===== config.mk =====
export PLATFORM = sky130hd
export DESIGN_NAME = i2s_tx_param
export DESIGN_NICKNAME = d
export VERILOG_FILES = /design/src/rtl/audio_pkg.sv /design/src/rtl/audio_sample_fifo.sv /design/src/rtl/i2s_tx_param.sv
export SDC_FILE = /design/constraint.sdc
export NUM_CORES = 1
export LEC_CHECK = 0
export ABC_AREA = 1
export ABC_CLOCK_PERIOD_IN_PS = 6400
export CAP_MARGIN = 20
export CORE_UTILIZATION = 23
export DETAILED_ROUTE_END_ITERATION = 16
export GPL_TIMING_DRIVEN = 0
export SYNTH_ARGS = -nofsm -noshare
export SYNTH_HDL_FRONTEND = slang
export SYNTH_SLANG_ARGS = --single-unit

===== constraint.sdc =====
create_clock -name i_clk -period 6.4 [get_ports i_clk]
set_clock_uncertainty 0.2 [all_clocks]
set_input_delay 1.28 -clock i_clk [delete_from_list [all_inputs] [get_ports i_clk]]
set_output_delay 1.28 -clock i_clk [all_outputs]
set_load 0.02 [all_outputs]

===== src/rtl/audio_pkg.sv =====
// audio_pkg: shared definitions for the audio transmit path.
//   - audio_mode_e   : frame format encodings carried on i_mode
//   - sample_pair_t  : left/right sample pair, each field MSB-aligned in
//                      PAIR_MAX_W bits (low bits zero), i.e. the slot image
//                      for a PAIR_MAX_W-bit slot
//   - mode helpers   : decode mono-sum and left-justified variants
package audio_pkg;

    typedef enum logic [1:0] {
        MODE_I2S      = 2'd0,
        MODE_LJ       = 2'd1,
        MODE_I2S_MONO = 2'd2,
        MODE_LJ_MONO  = 2'd3
    } audio_mode_e;

    // Widest sample the pair struct can carry; SAMPLE_W must not exceed it.
    localparam int PAIR_MAX_W = 32;

    typedef struct packed {
        logic [PAIR_MAX_W-1:0] left;
        logic [PAIR_MAX_W-1:0] right;
    } sample_pair_t;

    function automatic logic mode_is_mono(input logic [1:0] m);
        return (m == MODE_I2S_MONO) || (m == MODE_LJ_MONO);
    endfunction

    function automatic logic mode_is_lj(input logic [1:0] m);
        return (m == MODE_LJ) || (m == MODE_LJ_MONO);
    endfunction

endpackage


===== src/rtl/audio_sample_fifo.sv =====
// audio_sample_fifo: synchronous FIFO for packed sample pairs.
//   i_clk, i_rst : clock, synchronous active-high reset (empties the FIFO)
//   push, wdata  : write strobe / data (ignored when full)
//   pop,  rdata  : read strobe (ignored when empty) / head-of-queue data
//   level        : registered occupancy 0..DEPTH
//   full, empty  : registered flags, consistent with level
module audio_sample_fifo #(
    parameter int WIDTH = 32,
    parameter int DEPTH = 4
) (
    input  logic                     i_clk,
    input  logic                     i_rst,
    input  logic                     push,
    input  logic [WIDTH-1:0]         wdata,
    input  logic                     pop,
    output logic [WIDTH-1:0]         rdata,
    output logic [$clog2(DEPTH):0]   level,
    output logic                     full,
    output logic                     empty
);

    localparam int AW = $clog2(DEPTH);
    localparam int LW = AW + 1;

    logic [WIDTH-1:0] mem [DEPTH];
    logic [AW-1:0]    wr_ptr, rd_ptr;
    logic [LW-1:0]    level_nxt;
    logic             push_ok, pop_ok;

    assign push_ok = push && !full;
    assign pop_ok  = pop && !empty;
    assign rdata   = mem[rd_ptr];

    always_comb begin
        level_nxt = level;
        case ({push_ok, pop_ok})
            2'b10:   level_nxt = level + LW'(1);
            2'b01:   level_nxt = level - LW'(1);
            default: ;
        endcase
    end

    // Storage carries no reset; only pointers and flags define contents.
    always_ff @(posedge i_clk) begin
        if (push_ok)
            mem[wr_ptr] <= wdata;
    end

    always_ff @(posedge i_clk) begin
        if (i_rst) begin
            wr_ptr <= '0;
            rd_ptr <= '0;
            level  <= '0;
            full   <= 1'b0;
            empty  <= 1'b1;
        end else begin
            if (push_ok) wr_ptr <= wr_ptr + AW'(1);
            if (pop_ok)  rd_ptr <= rd_ptr + AW'(1);
            level <= level_nxt;
            full  <= (level_nxt == LW'(DEPTH));
            empty <= (level_nxt == '0);
        end
    end

endmodule


===== src/rtl/i2s_tx_param.sv =====
// i2s_tx_param: parametrised I2S / left-justified stereo transmitter.
//   i_clk, i_rst          : single fast clock, synchronous active-high reset
//   i_mode                : 0 I2S, 1 LJ, 2 I2S mono-sum, 3 LJ mono-sum;
//                           sampled at frame start only
//   s_valid/s_ready       : sample-pair handshake into the FIFO
//   s_left, s_right       : signed samples, SAMPLE_W bits
//   audio_mclk            : i_clk / (2*MCLK_HALF)
//   audio_lrck, audio_dac : word select (0 = left) and MSB-first data
//   o_level               : FIFO occupancy
//   o_underrun, o_frame   : one-cycle pulses the cycle after a frame start
module i2s_tx_param
    import audio_pkg::*;
#(
    parameter int SAMPLE_W      = 16,
    parameter int SLOT_BITS     = 32,
    parameter int MCLK_HALF     = 3,
    parameter int MCLK_PER_BIT  = 4,
    parameter int FIFO_DEPTH    = 4,
    parameter int UNDERRUN_ZERO = 0
) (
    input  logic                          i_clk,
    input  logic                          i_rst,
    input  logic [1:0]                    i_mode,
    input  logic                          s_valid,
    output logic                          s_ready,
    input  logic [SAMPLE_W-1:0]           s_left,
    input  logic [SAMPLE_W-1:0]           s_right,
    output logic                          audio_mclk,
    output logic                          audio_lrck,
    output logic                          audio_dac,
    output logic [$clog2(FIFO_DEPTH):0]   o_level,
    output logic                          o_underrun,
    output logic                          o_frame
);

    localparam int FRAME_BITS = 2 * SLOT_BITS;
    localparam int MC_W = (MCLK_HALF > 1) ? $clog2(MCLK_HALF) : 1;
    localparam int PB_W = (MCLK_PER_BIT > 1) ? $clog2(MCLK_PER_BIT) : 1;
    localparam int BC_W = $clog2(FRAME_BITS);
    localparam int PW   = 2 * SAMPLE_W;

    // ---------------- clock dividers and frame counter ----------------
    logic [MC_W-1:0] mclk_cnt;
    logic [PB_W-1:0] per_cnt;
    logic [BC_W-1:0] bit_cnt, bit_nxt;
    logic            mclk_wrap, mclk_fall, bit_tick, frame_start;

    assign mclk_wrap   = (mclk_cnt == MC_W'(MCLK_HALF - 1));
    assign mclk_fall   = mclk_wrap && audio_mclk;
    assign bit_tick    = mclk_fall && (per_cnt == PB_W'(MCLK_PER_BIT - 1));
    assign frame_start = bit_tick && (bit_cnt == BC_W'(FRAME_BITS - 1));
    assign bit_nxt     = frame_start ? '0 : bit_cnt + BC_W'(1);

    // ---------------- sample FIFO ----------------
    logic [PW-1:0] fifo_rdata;
    logic          fifo_full, fifo_empty, push, pop;

    assign s_ready = !fifo_full;
    assign push    = s_valid && s_ready;
    assign pop     = frame_start && !fifo_empty;

    audio_sample_fifo #(
        .WIDTH (PW),
        .DEPTH (FIFO_DEPTH)
    ) u_fifo (
        .i_clk (i_clk),
        .i_rst (i_rst),
        .push  (push),
        .wdata ({s_left, s_right}),
        .pop   (pop),
        .rdata (fifo_rdata),
        .level (o_level),
        .full  (fifo_full),
        .empty (fifo_empty)
    );

    // ---------------- frame image build ----------------
    logic [PW-1:0]              last_pair, src_pair;
    logic signed [SAMPLE_W-1:0] src_l, src_r, slot_l, slot_r;
    logic signed [SAMPLE_W:0]   mono_sum;
    sample_pair_t               img;
    logic [SLOT_BITS-1:0]       slot_lw, slot_rw;
    logic [FRAME_BITS-1:0]      frame_img, shreg;

    // An empty FIFO at frame start replays the last popped pair or silence.
    always_comb begin
        src_pair = last_pair;
        if (!fifo_empty)
            src_pair = fifo_rdata;
        else if (UNDERRUN_ZERO != 0)
            src_pair = '0;
    end

    assign src_l = src_pair[PW-1:SAMPLE_W];
    assign src_r = src_pair[SAMPLE_W-1:0];

    // One extra bit keeps the sum exact; dropping its LSB is the >>> 1.
    assign mono_sum = {src_l[SAMPLE_W-1], src_l} + {src_r[SAMPLE_W-1], src_r};
    assign slot_l   = mode_is_mono(i_mode) ? mono_sum[SAMPLE_W:1] : src_l;
    assign slot_r   = mode_is_mono(i_mode) ? mono_sum[SAMPLE_W:1] : src_r;

    always_comb begin
        img.left  = PAIR_MAX_W'($unsigned(slot_l)) << (PAIR_MAX_W - SAMPLE_W);
        img.right = PAIR_MAX_W'($unsigned(slot_r)) << (PAIR_MAX_W - SAMPLE_W);
    end

    // Fit the MSB-aligned struct fields to the slot width; the dropped or
    // appended bits are all padding zeros since SAMPLE_W <= SLOT_BITS.
    generate
        if (SLOT_BITS == PAIR_MAX_W) begin : g_slot_eq
            assign slot_lw = img.left;
            assign slot_rw = img.right;
        end else if (SLOT_BITS > PAIR_MAX_W) begin : g_slot_wide
            assign slot_lw = {img.left,  {(SLOT_BITS - PAIR_MAX_W){1'b0}}};
            assign slot_rw = {img.right, {(SLOT_BITS - PAIR_MAX_W){1'b0}}};
        end else begin : g_slot_narrow
            assign slot_lw = img.left[PAIR_MAX_W-1 -: SLOT_BITS];
            assign slot_rw = img.right[PAIR_MAX_W-1 -: SLOT_BITS];
        end
    endgenerate

    assign frame_img = {slot_lw, slot_rw};

    // ---------------- sequential core ----------------
    // shreg always holds the bits still to be sent. LJ emits the new frame's
    // MSB on bit 0; I2S emits the one bit left over from the previous frame
    // (its last right-slot padding bit) and starts the new frame on bit 1.
    always_ff @(posedge i_clk) begin
        if (i_rst) begin
            mclk_cnt   <= '0;
            per_cnt    <= '0;
            bit_cnt    <= BC_W'(FRAME_BITS - 1);
            audio_mclk <= 1'b0;
            audio_lrck <= 1'b0;
            audio_dac  <= 1'b0;
            o_frame    <= 1'b0;
            o_underrun <= 1'b0;
            last_pair  <= '0;
            shreg      <= '0;
        end else begin
            mclk_cnt <= mclk_wrap ? '0 : mclk_cnt + MC_W'(1);
            if (mclk_wrap)
                audio_mclk <= ~audio_mclk;
            if (mclk_fall)
                per_cnt <= bit_tick ? '0 : per_cnt + PB_W'(1);

            o_frame    <= frame_start;
            o_underrun <= frame_start && fifo_empty;

            if (bit_tick) begin
                bit_cnt    <= bit_nxt;
                audio_lrck <= (bit_nxt >= BC_W'(SLOT_BITS));
                if (frame_start) begin
                    if (!fifo_empty)
                        last_pair <= fifo_rdata;
                    if (mode_is_lj(i_mode)) begin
                        audio_dac <= frame_img[FRAME_BITS-1];
                        shreg     <= frame_img << 1;
                    end else begin
                        audio_dac <= shreg[FRAME_BITS-1];
                        shreg     <= frame_img;
                    end
                end else begin
                    audio_dac <= shreg[FRAME_BITS-1];
                    shreg     <= shreg << 1;
                end
            end
        end
    end

endmodule


# == After elaboration in Yosys (flattened, before gate mapping) ==
# Memory sizes are Yosys's and may differ from the RTL's. A register that Yosys moved wholly into a read port is not among the register bits.
# Index checks and enable logic that the tools add are counted.
# totals
reg_bits,120
mem_bits_rw,128
in_bits,37
out_inout_bits,9
memories,1
# op_classes
n_addsub,8
order_cmp,1
eq_ne,9
mux,14
n_bitwise,1
n_reduce_logical,15
# memory_table
memory,words,width,read_ports,rd_clocked_by_memory_dff,wr,line,rtl
u_fifo.mem,4,32,1,1,1,audio_sample_fifo.sv:25,logic [WIDTH-1:0] mem [DEPTH];
# ops
op,count
$mux 64,2
$mux 16,2
$mux 32,1
$add 16x16->17,1
$eq 2x2->1 const B,5
$add 2x1->2 const B,4
$logic_and 1x1->1,8
$add 6x1->6 const B,1
$eq 6x6->1 const B,1
$ge 6x6->1 const B,1
$mux 2,3
$mux 6,1
$pmux 3 s2,1
$eq 2x1->1 const B,2
$mux 1,4
$add 3x1->3 const B,1
$eq 3x3->1 const B,1
$logic_not 3->1,1
$sub 3x1->3 const B,1
$logic_not 1->1,2
$logic_or 1x1->1,2
$reduce_and 2->1,1
$reduce_or 2->1,1
$not 1->1,1

# == Longest topological paths before layout ==
# Gate-level depths: netlist of the first run.
# logic_depth
depth_word,9
ltp_mapped,23

# == By module ==
# From an unflattened synthesis of the first run, not the netlist that was laid out.
# unflattened
cells_unflattened,1222
hier_area_um2,10822.9
# modules_own_cells
mod,instances,cells_each,area_each_um2
i2s_tx_param,1,847,5525.3
audio_sample_fifo,1,375,5297.6

# == Least setup slack after synthesis of the first run ==
# No wires, ideal clock.
# synth_path
path_type,in2reg
from,in s_valid
to,mem u_fifo.mem[0][0] (enable)
setup_ns,0.421
t_arrival_ns,2.813
required_ns,5.779
path_slack_ns,2.966
stages,2
path_buffers,0
path_cell_list,nand2_1 -> nor2_1
# synth_between
elab_chain_cells,4
# synth_lines
element,line,rtl
"start, declared",i2s_tx_param.sv:24,"input logic s_valid,"
$logic_and 1x1->1,i2s_tx_param.sv:59,assign push = s_valid && s_ready;
$logic_and 1x1->1,audio_sample_fifo.sv:30,assign push_ok = push && !full;
$mux 1,audio_sample_fifo.sv:45,if (push_ok)
$mux 1 (implied by the code),audio_sample_fifo.sv:46,mem[wr_ptr] <= wdata;
"end, declared",audio_sample_fifo.sv:25,
# Every way passes these cells.

==> metrics.txt, run 1 <==
Critical Path Start Type=flip-flop; vias in the first global route=8135; Comb power frac=0.112; io pins=46; crit-path leading delay family=compound AO/OA/AOI/OAI gates; fin. max-slew vios=0; outcome=finished clean; Most used DFF post-synth=edfxtp_1; WL/cell=15.0 µm; multi-input logic area=4070 µm²; met3 Track Usage GR=0.0188; Clock Path Buffers=3; number of synthesized register bits=234; maximum clock frequency=272 MHz; Setup Buffers After CTS=0; hold_buf cts=0; CTS tree=yes; critical-path maximum fanout=10; Cell Chain, Critical Path=inv_2, buf_2, a21oi_1, a32o_1, nand2_1, o21ai_0, inv_1, ha_1, nand3_1, nand2_1, a21oi_1, inv_1, nand2_1, o2111ai_1, o21ai_0, nand2_1, nand2_1, nand3_1, nand2_1, inv_1; starting density of the core=0.233; leakage=4.74 nW; Flop pwr share=0.485; Hold Vio Cnt, Final=0; largest net degree at the start of global routing=26; CP max stage cell=dfxtp_1; hold path startpoint=mclk_cnt[0]; vias per inst=4.57; Max VDD drop=0.197 mV; CP bufs+invs=5; reg2reg setup slack=2.73 ns; Post-synth EDFFs=128; CP arrival=3.89 ns; power per cell area=268 nW/µm²; Final Core Density=0.279; GR peak layer=met2; fin crit share=0.574; CP most frequent cell=nand2_1; Hold Path Class=reg2reg; # Max-Cap Violations=0; sw frac=0.252; Largest stage delay, worst path=0.42 ns; Clock Pin Slew Worst Setup and Hold Paths=0.06 ns; CP required=6.62 ns; clock root buffer=clkbuf_16; global placement routability congestion=0.870; Clk Latency, worst-skew pair=0.52 ns; clock sink count=234; unrepaired setup endpoints after global routing=no; die area=46800 µm²; DRC viols=0; total congestion overflow=0; remaining antenna violation count=0; Setup CP Type=reg2reg; met1 usage=0.156; GRT Util Overall=0.117; met2 usage=0.195; relative slew slack=0.548; register area share after synthesis=0.564; Pint=2.53 mW; Filler cells=4783; nets=1303; DP HPWL=20.2 mm; antenna violations before repair=0; syn nets=1227; Cells after Synth=1165; area grow syn2layout=19.6%; H-tree Lvls=1; Post-Syn Area=10600 µm²; Slew @ Worst Pin=0.679 ns; die outline height=216 µm; FF+latch area=5970 µm²; minimum clock period=3.67 ns; final setup TNS=0 ns; core region area=45400 µm²; layout cell share with drive strength beyond 1=0.0858; total CTS buffers=25; Yosys cell types=43; endpoint type of the worst setup path=flip-flop; NetSw=0.854 mW; Initial DRC Count=601; Synthesis Warnings=0; port buffer count=45; total number of vias=8501; # diodes=0; first-pass GRT wire length=44.0 mm; die width=216 µm; 1st-pass router iterations=5; post-cts sizing count=0; share of synthesized registers carrying an async set or reset=0; Clock Power Share=0.403; setup violators final=0; Post-Route WL=27.9 mm; Mean Syn Cell Area=9.08 µm²; FP Rows=78
[metrics by stage]
stage	cell area (µm²)	hold WS, ns	setup slack (ns)	instances	power, mW
floorplan	10600	0.197	2.97	1165	1.90
global placement	11800	0.207	1.12	1810	2.04
detailed placement	11900	0.209	2.48	1814	2.05
CTS	12700	0.218	2.75	1859	3.42
global route	12700	0.234	2.31	1859	3.52
finish	12700	0.224	2.73	1859	3.39
[synth_stat cells (9+ instances only)]
library cell,count,area [µm²]
clkbuf_1,28,105
inv_1,61,229
nand3_1,26,130
a21oi_1,115,576
edfxtp_1,128,3840
dfxtp_1,106,2120
ha_1,23,288
nand2_2,9,56.3
a31oi_1,10,62.6
nor2_1,62,233
a32o_1,28,280
nand2_1,337,1260
o21ai_0,118,591
buf_2,24,120
[state kept, by name (all words and copies together) (netlist names), named ones only]
signal / count
u_fifo.rd_ptr: 2
bit_cnt: 6
mclk_cnt: 2
audio_mclk: 1
last_pair: 32
audio_dac: 1
o_underrun: 1
u_fifo.full: 1
u_fifo.level: 3
per_cnt: 2
shreg: 48
u_fifo.mem: 128
u_fifo.empty: 1
audio_lrck: 1
u_fifo.wr_ptr: 2
o_frame: 1
[cells by family (layout without fill, tap and decap cells)]
kind of cell             after synthesis  count (layout)  synth area share
AO/OA/AOI/OAI                        311             311             0.171
flip-flops                           234             234             0.564
XOR/XNOR                               4               4           0.00331
buffers and inverters                132             226            0.0540
adder cells (fa/ha/maj)               25              25            0.0310
AND/OR/NAND/NOR                      459             459             0.177
[power groups by stage]
stage | Clock (mW) | Combinational (mW) | Sequential (mW)
final | 1.37 | 0.379 | 1.64
after global routing | 1.45 | 0.423 | 1.64
after global placement | 0 | 0.362 | 1.68
after floorplan | 0 | 0.229 | 1.68
after detailed placement | 0 | 0.376 | 1.67
after CTS | 1.40 | 0.378 | 1.64
[worst register-to-register path, delay by kind of cell (launching register included)]
kind / cells / cell delay, ns
adders and majority gates: 1 / 0.36
buffers and inverters: 5 / 0.59
AOI/OAI and AO/OA: 6 / 1.26
DFF: 1 / 0.42
and+or+nand+nor: 8 / 0.76
[metal layers]
layer / part of all wire / wire (µm)
met5: 0 / 0
met4: 0.024 / 680
met3: 0.053 / 1470
met2: 0.47 / 13000
met1: 0.46 / 12700
[cell usage in the layout, fill, tap and decap left out, drive strengths merged, types with 4 or more instances in the layout]
cell | synthesis | final
nand2 | 346 | 346
ha | 23 | 23
nor3 | 9 | 9
clkinv | 0 | 9
inv | 67 | 68
a21o | 4 | 4
nor2 | 65 | 65
o21ai | 127 | 127
xor2 | 4 | 4
a22oi | 7 | 7
buf | 37 | 41
nand3 | 31 | 31
dfxtp | 106 | 106
a32o | 28 | 28
clkdlybuf4s50 | 0 | 45
clkbuf | 28 | 60
a21oi | 117 | 117
edfxtp | 128 | 128
a31oi | 10 | 10
[layout make-up]
cell class,instances,share of cell area
flip-flops and latches,234,0.472
multi-input cells,799,0.322
well taps,600,0.0593
clock buffers,32,0.0531
repair buffers,49,0.0419
plain buffers,65,0.0252
inverters,67,0.0199
clock inverters,13,0.00742
[final timing paths]
check,depth (start not counted),end
max,20,shreg[62]
min,1,mclk_cnt[0]
max reg2reg,20,shreg[62]
min reg2reg,1,mclk_cnt[0]
Note: power is estimated with default switching activity, not from simulation.
==> inputs of run 2 (changes only) <==
--- a/config.mk
+++ b/config.mk
@@ -6,7 +6,7 @@
 export NUM_CORES = 1
 export LEC_CHECK = 0
 export ABC_AREA = 1
-export ABC_CLOCK_PERIOD_IN_PS = 6400
+export ABC_CLOCK_PERIOD_IN_PS = 3300
 export CAP_MARGIN = 20
 export CORE_UTILIZATION = 23
 export DETAILED_ROUTE_END_ITERATION = 16
==> constraint.sdc (replaced) <==
create_clock -name i_clk -period 3.3 [get_ports i_clk]
set_clock_uncertainty 0.2 [all_clocks]
set_input_delay 0.66 -clock i_clk [delete_from_list [all_inputs] [get_ports i_clk]]
set_output_delay 0.66 -clock i_clk [all_outputs]
set_load 0.02 [all_outputs]
==> metrics.txt, run 2 (synthesized netlist as in run 1, its figures left out) <==
power per cell area=509 nW/µm² (+90%); layout cell share with drive strength beyond 1=0.168 (+0.0825); clock sink count=234 (unchanged); worst slack at placement=-0.337 ns (-2.81 ns); total number of vias=8587 (+1.0%); area grow syn2layout=25.2%; unrepaired setup endpoints after global routing=yes; outcome=finished clean; Flop pwr share=0.473 (-0.012); Filler cells=4723 (-1.3%); post-route insts no fill=1872 (+0.70%); total CTS buffers=25 (unchanged); Clock Path Buffers=3 (unchanged); fin area=13200 µm² (+4.7%); leakage=4.92 nW (+3.7%); H-tree Lvls=1 (unchanged); hold depth=1 (unchanged); io pins=46 (unchanged); fin crit share=0.960 (+0.386); Top Registers=u_fifo.mem: 128 flops, shreg: 48 flops, last_pair: 32 flops; vias per inst=4.59 (+0.31%); die area=46800 µm² (unchanged); # diodes=0 (unchanged); FP Rows=78 (unchanged); Clk Latency, worst-skew pair=0.52 ns (about the same); fin. max-slew vios=0 (unchanged); Clock Power Share=0.393 (-0.010); minimum clock period=3.17 ns (-0.504 ns); setup violators final=0 (unchanged); sw frac=0.257 (+0.00509); Max VDD drop=0.379 mV (+93%); GRT Util Overall=0.118 (+0.000934); CTS tree=yes; Setup CP Type=reg2reg; 1st-pass router iterations=5 (unchanged); NetSw=1.73 mW (+100%); nets=1316 (+1.0%); total congestion overflow=0 (unchanged); CP arrival=3.41 ns (-0.48 ns); Post-Place Cell Area=11900 µm² (unchanged); maximum clock frequency=316 MHz (+16%); Critical Path Start Type=flip-flop; Hold Path Class=reg2reg; Hold Vio Cnt, Final=0 (unchanged); die width=216 µm (unchanged); commonest non-fill, non-tap cell in the layout=nand2_1; relative slew slack=0.542 (-0.00569); largest reg by FF count=u_fifo.mem; # Max-Cap Violations=0 (unchanged); Reg2Reg Depth=14 (-30%); endpoint type of the worst setup path=flip-flop; WL/cell=15.1 µm (+1.0%); largest net degree at the start of global routing=26 (unchanged); core region area=45400 µm² (unchanged); Slew @ Worst Pin=0.687 ns (+0.00854 ns); hold_buf cts=0 (unchanged); Comb power frac=0.134 (+0.022); remaining antenna violation count=0 (unchanged); clock root buffer=clkbuf_16; Post-Route WL=28.3 mm (+1.7%); antenna violations before repair=0 (unchanged); DP HPWL=20.2 mm (unchanged); die outline height=216 µm (unchanged); Placed Cells=1814 (unchanged); global placement routability congestion=0.870 (unchanged); port buffer count=45 (unchanged); DRC viols=0 (unchanged); critical-path maximum fanout=10 (unchanged); vias in the first global route=8183 (+0.59%); Setup WS post-layout=0.131 ns (-2.60 ns); commonest cells after routing, fill and taps aside=321 x nand2_1, 128 x edfxtp_1, 104 x dfxtp_1; WHS=0.224 ns (+0.0000530 ns); CP required=3.54 ns (-3.08 ns); Clock Pin Slew Worst Setup and Hold Paths=0.06 ns (about the same); Pint=5.00 mW (+98%); multi-input logic area=4480 µm² (+10%); max FFs per register=128 (unchanged); Initial DRC Count=577 (-4.0%); first-pass GRT wire length=44.4 mm (+0.92%); FF+latch area=5970 µm² (+0.13%); starting density of the core=0.233 (unchanged)
[run 2: cell count changes in the layout (fill, tap and decap cells not counted), moves of 13 or more]
cell     change
a21oi_1     -14
buf_4       +17
o21ai_2     +19
nand2_2     +16
nand2_1     -16
o21ai_1     +13
o21ai_0     -34
[run 2: power groups by stage]
stage	clock network [mW]	logic, mW	registers, mW
global placement	0	0.703	3.25
finish	2.65	0.905	3.18
CTS	2.71	0.766	3.18
global route	2.82	0.988	3.19
detailed placement	0	0.730	3.25
floorplan	0	0.444	3.25
[run 2: cell type report]
cell class	count	share of cell area
tap	600	0.0567
sequential	234	0.451
multi-input combinational	799	0.338
timing repair buffer	62	0.0474
clock inverter	13	0.00709
clock buffer	32	0.0507
inverter	67	0.0194
buffer	65	0.0295
[run 2: through the flow]
step / total power, mW / util / TNS, ns
finish: 6.73 / 0.292 / 0
CTS: 6.66 / 0.282 / 0
floorplan: 3.69 / - / 0
detailed placement: 3.98 / 0.262 / -5.07
global placement: 3.95 / 0.259 / -174.58
global route: 7.00 / 0.292 / -0.0749
[run 2: routing by layer]
metal	global-route usage	part of all wire
met5	0	0
met4	0.0293	0.020
met3	0.0160	0.046
met2	0.198	0.48
met1	0.159	0.46
[run 2: path summary, 6_finish.rpt]
| check | start | endpoint | slack, ns |
|---|---|---|---|
| setup / recovery | flip-flop | shreg[63] | 0.13 |
| hold / removal | mclk_cnt[0] | mclk_cnt[0] | 0.22 |
| setup reg to reg | flip-flop | shreg[63] | 0.13 |
| hold reg to reg | mclk_cnt[0] | mclk_cnt[0] | 0.22 |
[run 2: repair_timing]
action,4_1_cts,5_1_grt
setup endpoints to repair,27,27
buffers inserted,2,11
pin swaps,4,26
resized for setup,52,115
[run 2: worst max-delay path, cell delays in order (launching register included)]
cell,delay [ns]
dfxtp_4,0.37
inv_4,0.10
buf_2,0.26
a21oi_1,0.06
a32o_1,0.23
o21ai_0,0.36
ha_1,0.33
inv_1,0.08
nor3_1,0.33
a21oi_1,0.13
nand3_1,0.10
nand3_1,0.13
nand2_2,0.16
a21oi_1,0.07
a21oi_1,0.16
